`src/rtl/uart_pkg.sv`:
```
// Shared UART definitions: transmitter state encoding, character-length codes
// and the default oversampling ratio.
package uart_pkg;

  localparam int DEFAULT_OVERSAMPLE = 16;

  typedef enum logic [2:0] {
    IDLE,
    START,
    DATA,
    PARITY,
    STOP
  } tx_state_e;

  localparam logic [1:0] DATA_BITS_5 = 2'b00;
  localparam logic [1:0] DATA_BITS_6 = 2'b01;
  localparam logic [1:0] DATA_BITS_7 = 2'b10;
  localparam logic [1:0] DATA_BITS_8 = 2'b11;

  // Parity over the active character bits only; odd parity inverts the XOR.
  function automatic logic calc_parity(input logic [7:0] data,
                                       input logic [1:0] data_bits,
                                       input logic       even);
    logic [7:0] mask;
    case (data_bits)
      DATA_BITS_5: mask = 8'h1F;
      DATA_BITS_6: mask = 8'h3F;
      DATA_BITS_7: mask = 8'h7F;
      DATA_BITS_8: mask = 8'hFF;
      default:     mask = 8'hFF;
    endcase
    return (^(data & mask)) ^ ~even;
  endfunction

endpackage

```
`src/rtl/uart_tx_engine.sv`:
```
// UART transmitter: pops bytes from the TX FIFO and frames them as
// start / 5-8 data bits LSB first / optional parity / 1-2 stop bits.
module uart_tx_engine
  import uart_pkg::*;
#(
  parameter int OVERSAMPLE = DEFAULT_OVERSAMPLE
) (
  input  logic       clk,
  input  logic       reset,
  input  logic       s_tick,
  input  logic [7:0] fifo_data,
  input  logic       fifo_empty,
  output logic       fifo_rd,
  input  logic [1:0] data_bits,
  input  logic       parity_en,
  input  logic       parity_even,
  input  logic       stop2,
  input  logic       set_break,
  output logic       tx,
  output logic       tx_busy,
  output logic       tx_done_tick
);

  localparam int CW = $clog2(OVERSAMPLE);
  localparam logic [CW-1:0] TICK_LAST = CW'(OVERSAMPLE - 1);

  tx_state_e     state, state_n;
  logic [CW-1:0] tick_cnt, tick_n;
  logic [2:0]    bit_cnt, bit_n;
  logic          stop_ext, stop_ext_n;
  logic [7:0]    shreg, shreg_n;

  // Frame configuration captured at pop time.
  logic [2:0]    last_bit_q;
  logic          parity_en_q;
  logic          parity_q;
  logic          stop2_q;

  logic          load;
  logic          rd_n;
  logic          done_n;
  logic          tx_n;
  logic          bit_end;

  assign bit_end = s_tick && (tick_cnt == TICK_LAST);
  assign tx_busy = (state != IDLE);

  always_comb begin
    // NOTE: every combinational output gets a default first so no path leaves it unassigned (no latch).
    state_n    = state;
    tick_n     = s_tick ? tick_cnt + 1'b1 : tick_cnt;
    bit_n      = bit_cnt;
    stop_ext_n = stop_ext;
    shreg_n    = shreg;
    load       = 1'b0;
    rd_n       = 1'b0;
    done_n     = 1'b0;

    case (state)
      IDLE: begin
        tick_n     = '0;
        bit_n      = '0;
        stop_ext_n = 1'b0;
        if (!fifo_empty && !set_break) begin
          rd_n    = 1'b1;
          load    = 1'b1;
          shreg_n = fifo_data;
          state_n = START;
        end
      end
      START: begin
        if (bit_end) state_n = DATA;
      end
      DATA: begin
        if (bit_end) begin
          shreg_n = shreg >> 1;
          bit_n   = bit_cnt + 3'd1;
          if (bit_cnt == last_bit_q) state_n = parity_en_q ? PARITY : STOP;
        end
      end
      PARITY: begin
        if (bit_end) state_n = STOP;
      end
      STOP: begin
        // The extra bit stretches the stop phase to a second bit period.
        if (bit_end) begin
          if (stop2_q && !stop_ext) begin
            stop_ext_n = 1'b1;
          end else begin
            state_n = IDLE;
            done_n  = 1'b1;
          end
        end
      end
      default: state_n = IDLE;
    endcase

    // The line is registered from the current state, so it trails state by one clock.
    case (state)
      START:   tx_n = 1'b0;
      DATA:    tx_n = shreg[0];
      PARITY:  tx_n = parity_q;
      default: tx_n = 1'b1;
    endcase
    if (set_break) tx_n = 1'b0;
  end

  always_ff @(posedge clk) begin
    // NOTE: non-blocking assignments so every register samples the pre-edge values.
    if (reset) begin
      state        <= IDLE;
      tick_cnt     <= '0;
      bit_cnt      <= '0;
      stop_ext     <= 1'b0;
      shreg        <= '0;
      last_bit_q   <= '0;
      parity_en_q  <= 1'b0;
      parity_q     <= 1'b0;
      stop2_q      <= 1'b0;
      fifo_rd      <= 1'b0;
      tx_done_tick <= 1'b0;
      tx           <= 1'b1;
    end else begin
      state        <= state_n;
      tick_cnt     <= tick_n;
      bit_cnt      <= bit_n;
      stop_ext     <= stop_ext_n;
      shreg        <= shreg_n;
      fifo_rd      <= rd_n;
      tx_done_tick <= done_n;
      tx           <= tx_n;
      if (load) begin
        last_bit_q  <= {1'b0, data_bits} + 3'd4;
        parity_en_q <= parity_en;
        parity_q    <= calc_parity(fifo_data, data_bits, parity_even);
        stop2_q     <= stop2;
      end
    end
  end

endmodule

```
`config.mk`:
```
export PLATFORM = sky130hd
export DESIGN_NAME = uart_tx_engine
export DESIGN_NICKNAME = d
export VERILOG_FILES = /design/src/rtl/uart_pkg.sv /design/src/rtl/uart_tx_engine.sv
export SDC_FILE = /design/constraint.sdc
export NUM_CORES = 1
export LEC_CHECK = 0
export CAP_MARGIN = 20
export CORE_MARGIN = 1
export CORE_UTILIZATION = 40
export CTS_BUF_LIST = sky130_fd_sc_hd__clkbuf_16
export CTS_CLUSTER_SIZE = 20
export DETAILED_ROUTE_END_ITERATION = 12
export MAX_ROUTING_LAYER = met4
export PLACE_DENSITY = 0.66
export SYNTH_ARGS = -nofsm -noshare
export SYNTH_HDL_FRONTEND = slang
export SYNTH_SLANG_ARGS = --single-unit
```
`constraint.sdc`:
```
create_clock -name clk -period 6.1 [get_ports clk]
set_clock_uncertainty 0.15 [all_clocks]
set_input_delay 1.22 -clock clk [delete_from_list [all_inputs] [get_ports clk]]
set_output_delay 1.22 -clock clk [all_outputs]
set_load 0.05 [all_outputs]
```
After elaboration in Yosys (flattened, before gate mapping):

Cells that the tools add are included.

* register bits: 28

* add/sub/neg operators: 3
* eq/ne operators: 17
* muxes and demuxes: 25
* bitwise gates (word level): 5
* reduce and logical (&&, ||, !) cells: 18

Operator list (count)
* 8-bit 2-to-1 mux: 4
* 8-bit one-hot mux with 4 select lines: 1
* 3-bit 2-to-1 mux: 9
* 2-bit != test, second input constant: 8
* 8-bit one-hot mux with 2 select lines: 1
* 3-bit one-hot mux with 5 select lines: 1
* 8-bit AND: 1
* 8-bit parity: 1
* 7-bit AND reduction: 1
* 3-bit by 2-bit == test with 1-bit output, second input constant: 2
* 1-bit 2-to-1 mux: 6
* 3-bit one-hot mux with 2 select lines: 1
* 3-bit AND reduction: 2
* 4-bit by 1-bit adder with 4-bit output, second input constant: 1
* 2-bit == test, second input constant: 2
* 4-bit == test, second input constant: 1
* 2-bit nonzero test: 2
* 2-bit by 3-bit adder with 3-bit output, second input constant: 1
* 3-bit by 1-bit adder with 3-bit output, second input constant: 1
* 3-bit by 1-bit == test with 1-bit output, second input constant: 1
* 3-bit == test: 1
* 3-bit == test, second input constant: 1
* 1-bit logical AND: 3
* 1-bit logical NOT: 3
* other kinds (11): 13

Longest topological paths before layout:

* word-level depth: 9
* gate-level depth with buffers: 10
* depth with buffers taken out: 6

Worst setup path before layout:

Ideal clock, no wire load.

* path kind: input-to-reg
* from: input s_tick
* to: register state[0]
* library setup time: 0.128 ns
* arrival time: 2.311 ns
* setup slack: 3.512 ns
* stages on the path: 8
* buffers on the path: 3
* path through: and4_1 -> and2_1 -> clkbuf_1 -> or2_1 -> buf_4 -> buf_6 -> a22oi_1 -> nor2_1

* word-level cells in the longest chain between the ends: 3
* elaborated cells on any way between the ends: 6
* those cells by class: 4 x eq/ne; 2 x reduce/logical

Ends and longest elaborated chain
* start: declaration: RTL line uart_tx_engine.sv:10 `input logic s_tick,`
* 1-bit logical AND *: RTL line uart_tx_engine.sv:45 `assign bit_end = s_tick && (tick_cnt == TICK_LAST);`
* 2-bit != test (no source line)
* 7-bit AND reduction (no source line) *
* end signal: assignment: RTL line uart_tx_engine.sv:124 `state <= state_n;`
* end: declaration: RTL line uart_tx_engine.sv:27 `tx_state_e state, state_n;`

Every way passes the cells marked *; elsewhere a longest branch is shown, timed or not.
A chain may end at the register's enable or synchronous reset.

Worst setup path in the final report:

* from: register state[2]
* to: output tx_busy

* word-level cells in the longest chain between the ends: 1

Ends and longest elaborated chain
* 3-bit nonzero test: RTL line uart_tx_engine.sv:46 `assign tx_busy = (state != IDLE);`
* end: declaration: RTL line uart_tx_engine.sv:20 `output logic tx_busy,`

Every way passes these cells.

==> impl_metrics.env <==
export IMPL_p_leak_nw=0.582
export IMPL_cp_start_kind="register"
export IMPL_outcome="finished, final reports clean"
export IMPL_post_drt_wl_per_cell_um=12.2
export IMPL_syn_area_mm2=0.00136
export IMPL_r2r_start="state[2]$_SDFFE_PP0P_"
export IMPL_clock_latency_ps=260
export IMPL_ant_nets=0
export IMPL_hold_path_class="reg2reg"
export IMPL_syn_instance_count=146
export IMPL_start_util=0.435
export IMPL_worstHoldStart="stop_ext$_SDFFE_PP0P_"
export IMPL_synth_nets=166
export IMPL_finalPower_mw=0.406
export IMPL_ys_seq_elements=28
export IMPL_dr_pass1_iters=4
export IMPL_worst_endpoint_required_ps=4730
export IMPL_grt_max_degree=24
export IMPL_slowest_delay_ps=750
export IMPL_path_delay_family="buffers and inverters"
export IMPL_drive_above_1_share=0.0370
export IMPL_multi_input_area_um2=741
export IMPL_dr_first_iter_drc_count=34
export IMPL_vias=1045
export IMPL_syn_to_final_growth_pct=21.4
export IMPL_critPathBufInv=1
export IMPL_tightest_slew_ps=825
export IMPL_whs_ps=317
export IMPL_hold_depth=2
export IMPL_htreeDepth=1
export IMPL_die_h_um=60.3
export IMPL_ir_worst_vdd_mv=0.119
export IMPL_r2r_setup_slack_ps=3670
export IMPL_cts_reportedPaths_clkPinSlew_ps=60
export IMPL_die_area_mm2=0.00364
export IMPL_arrival_ps=1910
export IMPL_finalNonFillerCells=206
export IMPL_num_rows=20
export IMPL_end_kind="output pin"
export IMPL_worstReg2RegEnd="shreg[2]$_SDFFE_PP0P_"
export IMPL_min_to="stop_ext$_SDFFE_PP0P_"
export IMPL_io_buffers=21
export IMPL_synth_most_common_cell="nor2_1"
export IMPL_core_area_mm2=0.00313
export IMPL_cp_cell_sequence="or3_1 > clkdlybuf4s50_1"
export IMPL_antenna_found_initial=0
export IMPL_fmax_ghz=0.305
export IMPL_fin_crit_ps=3280
export IMPL_grt_pass1_wl_um=4240
export IMPL_dp_cells=203
export IMPL_io_pin_count=22
export IMPL_yosys_top_cells_count="29 x nor2_1, 28 x dfxtp_1, 14 x mux2i_1, 9 x xnor2_1, 7 x a211oi_1"
export IMPL_postCtsSetupBuffers=0
export IMPL_wirelength_um=2520
export IMPL_syn_avg_cell_area_um2=9.32
export IMPL_setup_tns_ps=0
export IMPL_viasPerCell=5.07
export IMPL_drv_cap=0
export IMPL_startpoint="state[2]$_SDFFE_PP0P_"
export IMPL_die_w_um=60.3
export IMPL_hold_buffers=0
export IMPL_synth_edf_count=0
export IMPL_async_flop_share=0
export IMPL_yosysSeqAreaShare=0.412
export IMPL_seqCellArea_um2=561
export IMPL_antenna_cells=0
export IMPL_synth_top_area_share=0.412
export IMPL_yosys_area_top_type="dfxtp_1"
export IMPL_setup_viol=0
export IMPL_design_area_mm2=0.00165
export IMPL_cp_slowest_cell="clkdlybuf4s50_1"
export IMPL_place_congestion=0.751
export IMPL_fin_nets=184
export IMPL_pwr_density_cell_mw_per_mm2=246
export IMPL_dp_hpwl_um=1890
export IMPL_critPathKind="reg2out"
export IMPL_worstRegToRegCells=5
export IMPL_post_route_period_util=0.537
export IMPL_hold_violations=0
export IMPL_yosys_top_cells_area="dfxtp_1 41%, mux2i_1 10%, nor2_1 8.0%, xnor2_1 5.8%, a211oi_1 3.9%"
export IMPL_grt_pass1_vias=958
export IMPL_post_dp_cell_area_mm2=0.00158
export IMPL_rsz0062_at_grt="no"
export IMPL_cts_inserted_buffers=3
export IMPL_synth_cell_types=40
export IMPL_cts_resized=0
export IMPL_synthFlopType="dfxtp_1"
export IMPL_cts_tree="done"
export IMPL_clock_root_buffer="clkbuf_16"
export IMPL_track_usage=0.166
export IMPL_slew_viol_final=0
export IMPL_cts_buffer_depth=2
export IMPL_gr_total_overflow=0
export IMPL_num_fill_cells=296
export IMPL_cp_max_fo=8
export IMPL_clock_sinks=28
export IMPL_relSlewSlack=0.449
export IMPL_drt_drc_violations_left=0
export IMPL_yosysWarnings=0
==> cells in the final DEF, fill, tap and decap left out, drive strengths merged, types with 2 or more instances in the layout <==
cell type,netlist,final
nor2,29,29
dfxtp,28,28
clkdlybuf4s50,0,21
mux2i,14,14
xnor2,9,9
a211oi,8,8
nand2,5,5
o21ai,4,4
xor2,4,4
a21oi,4,4
clkbuf,4,3
nor3b,2,2
a22oi,2,2
or2b,2,2
nand4,2,2
nand3,2,2
nand2b,2,2
ha,2,2
nor3,2,2
==> cells by family (layout without fill, tap and decap cells) <==
| group | after synthesis | count (layout) | synth area share |
|---|---|---|---|
| XOR/XNOR | 14 | 14 | 0.100 |
| adder cells (fa/ha/maj) | 2 | 2 | 0.0184 |
| buffers and inverters | 10 | 26 | 0.0441 |
| AO/OA/AOI/OAI | 23 | 23 | 0.117 |
| flip-flops | 28 | 28 | 0.412 |
| multiplexers | 14 | 14 | 0.103 |
| AND/OR/NAND/NOR | 55 | 55 | 0.206 |
==> power breakdown <==
part	leakage, nW	total, mW	switching [mW]	internal (mW)
Sequential	0.228	0.197	0.00587	0.191
Combinational	0.316	0.0654	0.0314	0.0340
Clock	0.0370	0.144	0.0570	0.0869
Total	0.582	0.406	0.0942	0.312
==> routing by layer <==
metal	vias to the layer above	GRT usage	wire, um
li1	545	-	-
met1	478	0.203	1220
met2	17	0.253	1160
met3	5	0.0448	82
met4	0	0.0797	55
met5	-	-	0
==> layout make-up <==
type / instances / area share
tap: 44 / 0.0333
inverter: 1 / 0.00227
clock buffer: 3 / 0.0454
multi-input combinational: 108 / 0.448
sequential: 28 / 0.339
timing repair buffer: 22 / 0.132
==> through the flow <==
step,utilization,setup WS (ps)
after global routing,0.528,2760
final,0.528,2820
after detailed placement,0.504,2730
after floorplan,-,3510
after CTS,0.528,2830
after global placement,0.504,2880
==> worst register-to-register path, cell delays in order (launching register included) <==
cell      delay [ps]
dfxtp_1          390
or3_1            520
nor3_4           490
or2_1            480
nor2_1           100
a211oi_1         210
==> state kept, by name (all words and copies together), names as in the netlist <==
register	cells
state	3
stop_ext	1
tick_cnt	4
shreg	8
fifo_rd	1
tx	1
last_bit_q	3
bit_cnt	3
stop2_q	1
parity_en_q	1
parity_q	1
tx_done_tick	1
==> how the worst max path moves through the flow <==
| stage | to | slack (ps) | depth (start not counted) |
|---|---|---|---|
| after floorplan | state[0]$_SDFFE_PP0P_ | 3510 | 8 |
| after global placement | shreg[0]$_SDFFE_PP0P_ | 2880 | 5 |
| after detailed placement | shreg[2]$_SDFFE_PP0P_ | 2730 | 6 |
| after CTS | tx_busy | 2830 | 2 |
| after global routing | tx_busy | 2760 | 2 |
| final | tx_busy | 2820 | 2 |
Note: power is estimated with default switching activity, not from simulation.
